===== config.mk =====
export PLATFORM = sky130hd
export DESIGN_NAME = jtframe_romload
export DESIGN_NICKNAME = d
export VERILOG_FILES = /design/src/rtl/jtframe_romload.sv
export SDC_FILE = /design/constraint.sdc
export NUM_CORES = 1
export LEC_CHECK = 0
export CAP_MARGIN = 5
export CORE_MARGIN = 10
export CORE_UTILIZATION = 41
export CTS_CLUSTER_DIAMETER = 60
export CTS_CLUSTER_SIZE = 10
export DETAILED_ROUTE_END_ITERATION = 8
export GPL_ROUTABILITY_DRIVEN = 0
export HOLD_SLACK_MARGIN = 0.1
export SYNTH_ARGS = -nofsm -noshare
export SYNTH_HDL_FRONTEND = slang
export SYNTH_SLANG_ARGS = --single-unit

===== constraint.sdc =====
create_clock -name clk_rom -period 2.6 [get_ports clk_rom]
set_input_delay 0.26 -clock clk_rom [delete_from_list [all_inputs] [get_ports clk_rom]]
set_output_delay 0.26 -clock clk_rom [all_outputs]
set_load 0.1 [all_outputs]

===== src/rtl/jtframe_romload.sv =====
// rtl/jtframe_romload.sv - ioctl byte stream to SDRAM programming-port write sequencer
// Optional byte-swap region enabled by defining JTFRAME_ROMLOAD_SWAP_EN.
module jtframe_romload #(
    parameter int          FIFO_AW    = 2,
    parameter int          TAIL       = 16,
    parameter logic [21:0] SWAP_START = 22'h0,
    parameter logic [21:0] SWAP_END   = 22'h0
) (
    input  logic        clk_rom,
    input  logic        rst_n,
    input  logic        downloading,
    input  logic [21:0] ioctl_addr,
    input  logic [7:0]  ioctl_data,
    input  logic        ioctl_wr,
    input  logic        prog_rdy,
    output logic [21:0] prog_addr,
    output logic [7:0]  prog_data,
    output logic [1:0]  prog_mask,
    output logic        prog_we,
    output logic        dwnld_busy,
    output logic        ovf
);
    localparam int DEPTH = 1 << FIFO_AW;

    typedef enum logic [1:0] {IDLE, WRITE, TAIL_ST} state_t;

    state_t             state, state_nxt;
    logic [29:0]        mem [DEPTH];
    logic [FIFO_AW-1:0] wr_ptr, rd_ptr;
    logic [FIFO_AW:0]   count;
    logic [7:0]         cnt, cnt_nxt;
    logic               dl_d;
    logic               fifo_empty, fifo_full, have, push, pop, drop;
    logic [21:0]        head_addr, eff_addr;
    logic [7:0]         head_data;
    logic [21:0]        addr_nxt;
    logic [7:0]         data_nxt;
    logic [1:0]         mask_nxt;
    logic               we_nxt, busy_nxt;

    // An empty FIFO is bypassed so a lone byte reaches prog_we one cycle later.
    always_comb begin
        fifo_empty = (count == '0);
        fifo_full  = (count == (FIFO_AW+1)'(DEPTH));
        have       = !fifo_empty || ioctl_wr;
        if (fifo_empty) begin
            head_addr = ioctl_addr;
            head_data = ioctl_data;
        end else begin
            head_addr = mem[rd_ptr][29:8];
            head_data = mem[rd_ptr][7:0];
        end
    end

`ifdef JTFRAME_ROMLOAD_SWAP_EN
    logic in_swap;
    always_comb begin
        in_swap  = (head_addr >= SWAP_START) && (head_addr < SWAP_END);
        eff_addr = head_addr ^ {21'b0, in_swap};
    end
`else
    assign eff_addr = head_addr;
`endif

    always_comb begin
        state_nxt = state;
        pop       = 1'b0;
        addr_nxt  = prog_addr;
        data_nxt  = prog_data;
        mask_nxt  = prog_mask;
        we_nxt    = prog_we;
        busy_nxt  = dwnld_busy;
        cnt_nxt   = cnt;
        case (state)
            IDLE: begin
                if (have) begin
                    pop       = 1'b1;
                    addr_nxt  = {1'b0, eff_addr[21:1]};
                    data_nxt  = head_data;
                    mask_nxt  = eff_addr[0] ? 2'b01 : 2'b10;
                    we_nxt    = 1'b1;
                    state_nxt = WRITE;
                end else if (!downloading && dwnld_busy) begin
                    cnt_nxt   = 8'(TAIL);
                    state_nxt = TAIL_ST;
                end
            end
            WRITE: begin
                if (prog_rdy) begin
                    we_nxt    = 1'b0;
                    state_nxt = IDLE;
                end
            end
            TAIL_ST: begin
                if (downloading || have) begin
                    state_nxt = IDLE;
                end else if (cnt == 8'd1) begin
                    busy_nxt  = 1'b0;
                    state_nxt = IDLE;
                end else begin
                    cnt_nxt = cnt - 8'd1;
                end
            end
            default: state_nxt = IDLE;
        endcase
        if (downloading) busy_nxt = 1'b1;
        push = ioctl_wr && (!fifo_full || pop);
        drop = ioctl_wr && !push;
    end

    always_ff @(posedge clk_rom) begin
        if (push) mem[wr_ptr] <= {ioctl_addr, ioctl_data};
    end

    always_ff @(posedge clk_rom or negedge rst_n) begin
        if (!rst_n) begin
            state      <= IDLE;
            wr_ptr     <= '0;
            rd_ptr     <= '0;
            count      <= '0;
            cnt        <= '0;
            dl_d       <= 1'b0;
            prog_addr  <= '0;
            prog_data  <= '0;
            prog_mask  <= '0;
            prog_we    <= 1'b0;
            dwnld_busy <= 1'b0;
            ovf        <= 1'b0;
        end else begin
            state      <= state_nxt;
            cnt        <= cnt_nxt;
            dl_d       <= downloading;
            prog_addr  <= addr_nxt;
            prog_data  <= data_nxt;
            prog_mask  <= mask_nxt;
            prog_we    <= we_nxt;
            dwnld_busy <= busy_nxt;
            if (push) wr_ptr <= wr_ptr + 1'b1;
            if (pop)  rd_ptr <= rd_ptr + 1'b1;
            if (push && !pop)      count <= count + 1'b1;
            else if (pop && !push) count <= count - 1'b1;
            // A drop in the same cycle as the download restart still flags.
            if (downloading && !dl_d) ovf <= 1'b0;
            if (drop)                 ovf <= 1'b1;
        end
    end
endmodule


==> summary.txt <==
total of max-cap violations -> 0
Mapped Cells -> 442
crit end category -> flip-flop
worst stage delay on the critical path -> 490 ps
combinational share of power -> 43.8%
number of vias per cell -> 5.23
initial antenna violation count -> 0
clock share of power -> 20.5%
slowest CP cell -> dfrtp_1
Placed Instances -> 721
Synth async-reset ratio -> 30.2%
Worst-Margin Slew -> 616 ps
clk_skew -> 11.0 ps
total grt overflow -> 0
pins over their slew limit -> 0
Syn Area/Cell -> 15.6 um2
RSZ-0062 raised after global routing -> false
Die ar. -> 22400 um2
Avg WL per Cell -> 20.0 um
final hold violations -> 0
switching share of power -> 42.8%
yosys warns -> 0
CTS buffer count -> 17
Die W -> 150 um
final antenna-violating net count -> 0
clk sinks -> 172
area of the multi-input gates -> 1860 um2
Synth area leader -> edfxtp_1
core footprint -> 16500 um2
worst hold path class -> primary input to async pin
Worst EP required -> 2940 ps
crit path launch type -> flip-flop
Max VDD drop -> 684 uV
Clk pin slew, worst setup/hold paths -> 60 ps
DRT Wirelength -> 15100 um
Seq/Total Area, Yosys -> 71.1%
vias in the first global route -> 4200
switching power of the nets -> 4.94 mW
drt drc -> 0
Worst Path Buf+Inv -> 1
Die Ht -> 150 um
leakage power -> 3.09 nW
final core occ -> 50.9%
M3 GR Usage -> 4.02%
Reg power frac -> 35.6%
final setup vio count -> 0
worst rel slew slack -> 58.6%
GRT Max-Usage Layer -> met2
synthesis-to-finish area growth -> 21.8%
commonest non-fill, non-tap cell in the layout -> edfxtp_1
fin crit share -> 84.6%
met2 global-route usage -> 22.7%
htree depth -> 4
top cells by area, synth -> edfxtp_1 (52%), dfrtp_1 (19%), mux4_2 (9.8%)
Fmax achieved -> 455 MHz
distinct cell type count after synthesis -> 44
ys flop type -> edfxtp_1
DR pass1 iterations -> 4
fin cells -> 754
Layout fillers -> 1357
worst path cell trace -> o211ai_1 -> and2_0 -> ha_1 -> inv_1 -> fa_1 -> xor2_1 -> nor2_1 -> xor2_1
Worst path most repeated cell -> xor2_1
WS Path Type -> flip-flop to flip-flop
met1 global-route usage -> 17.7%
clk root buf -> clkbuf_16
first-pass GRT wire length -> 23900 um
Antenna Cells -> 0
buffer depth of the longest clock path -> 2
largest net degree at the start of global routing -> 34
register area -> 4910 um2
Post-synth EDFFs -> 120
synthesized area -> 6900 um2
# rows -> 47
effective utilization at floorplan -> 41.7%
Synth Register Bits -> 172
post-CTS setup repair buffer count -> 0
final net count -> 564
post-layout min period -> 2200 ps
P_int -> 6.59 mW
status -> finished, final reports clean
post-DP HPWL -> 9220 um
most frequent cells in the layout -> edfxtp_1 (120), a21oi_1 (60), dfrtp_1 (51)
P per Cell Area -> 1370 nW/um2
share of layout cells above drive strength 1 -> 23.0%
Top delay family on crit path -> adder cells
IO Pins -> 70
DRC marker count from the first detailed-route iteration -> 227
TNS Setup -> 0 ps
IO Port Bufs -> 68
CTS tree -> built
Total GRT Usage -> 14.0%
critical-path maximum fanout -> 9
Worst-Skew Late Latency -> 420 ps
top cell type's share of synthesized area -> 52.2%
syn nets -> 485
worst path arrival time -> 2540 ps
vias post-DR -> 3945
## sequential cells by signal, summed over array words and instances, names as in the netlist
| signal | cells |
|---|---|
| ovf | 1 |
| prog_addr | 21 |
| wr_ptr | 2 |
| dl_d | 1 |
| mem | 120 |
| count | 3 |
| prog_data | 8 |
| cnt | 8 |
| rd_ptr | 2 |
| prog_mask | 2 |
| dwnld_busy | 1 |
| state | 2 |
| prog_we | 1 |
## through the flow
stage / cell area (um2) / total power, mW / hold slack [ps] / setup slack, ps
2_1_floorplan: 6900 / 7.88 / -35.6 / 324
3_3_place_gp: 7840 / 9.20 / 192 / 362
3_5_place_dp: 7840 / 9.30 / 199 / 351
4_1_cts: 8400 / 11.7 / 294 / 413
5_1_grt: 8400 / 12.1 / 319 / 273
6_report: 8400 / 11.5 / 289 / 401
## Yosys cell counts, drive strengths merged, types with 2 or more instances
library cell,count
edfxtp,120
a21oi,60
dfrtp,52
nand2,38
nor2,37
mux4,30
buf,15
inv,11
clkbuf,8
o21ai,8
ha,7
o31ai,7
nor3,6
and3,5
nand2b,4
xnor2,4
a31oi,3
and2,3
mux2,2
nand4,2
nor4b,2
o211ai,2
or3,2
xor2,2
## cell families after synthesis
family          count (synthesis)  synth area share (%)
compound gates                 86                  7.00
xor+xnor                        6                 0.762
fa+ha+maj                       8                  1.56
buf+inv                        34                  2.10
flops                         172                  71.1
mux                            32                  10.1
other cells                     1                0.0544
simple gates                  103                  7.27
## layer usage
layer / vias up / part of all wire, % / wire, um
met5: - / 0 / 0
met2: 100 / 50 / 7580
met3: 12 / 5.1 / 770
met4: 0 / 1.0 / 151
met1: 2015 / 44 / 6590
li1: 1818 / - / -
## final timing paths
path | startpoint | to | slack, ps | cells after the start
min in group clk_rom | prog_rdy | state[0] | 440 | 2
max in group asynchronous | rst_n | prog_mask[0] | 1560 | 3
max reg2reg | state[1] | count[2] | 400 | 8
min reg2reg | dl_d | ovf | 490 | 2
max | state[1] | count[2] | 400 | 8
min | rst_n | prog_addr[15] | 290 | 2
## cell type report
| type | instances | share of cell area (%) |
|---|---|---|
| clock buffer | 21 | 5.48 |
| clock inverter | 11 | 1.13 |
| inverter | 11 | 0.491 |
| multi-input combinational | 236 | 22.1 |
| sequential | 172 | 58.4 |
| tap | 220 | 3.28 |
| timing repair buffer | 83 | 9.14 |
## worst register-to-register path: stages (launching register included)
cell      delay [ps]
dfrtp_1          490
o211ai_1         260
and2_0           290
ha_1             230
inv_1             60
fa_1             370
xor2_1           170
nor2_1           110
xor2_1           150
## what timing repair did
item	CTS	global route
endpoints found under the hold margin	12	0
hold buffers	1	0
gates resized for setup	0	0
## power by group through the flow
| stage | clock (mW) | combinational (mW) | sequential (mW) |
|---|---|---|---|
| after global routing | 2.55 | 5.41 | 4.18 |
| after global placement | 0 | 5.07 | 4.13 |
| final | 2.37 | 5.05 | 4.11 |
| after detailed placement | 0 | 5.13 | 4.17 |
| after floorplan | 0 | 2.00 | 5.87 |
| after CTS | 2.43 | 5.14 | 4.12 |
Note: power is estimated with default switching activity, not from simulation.
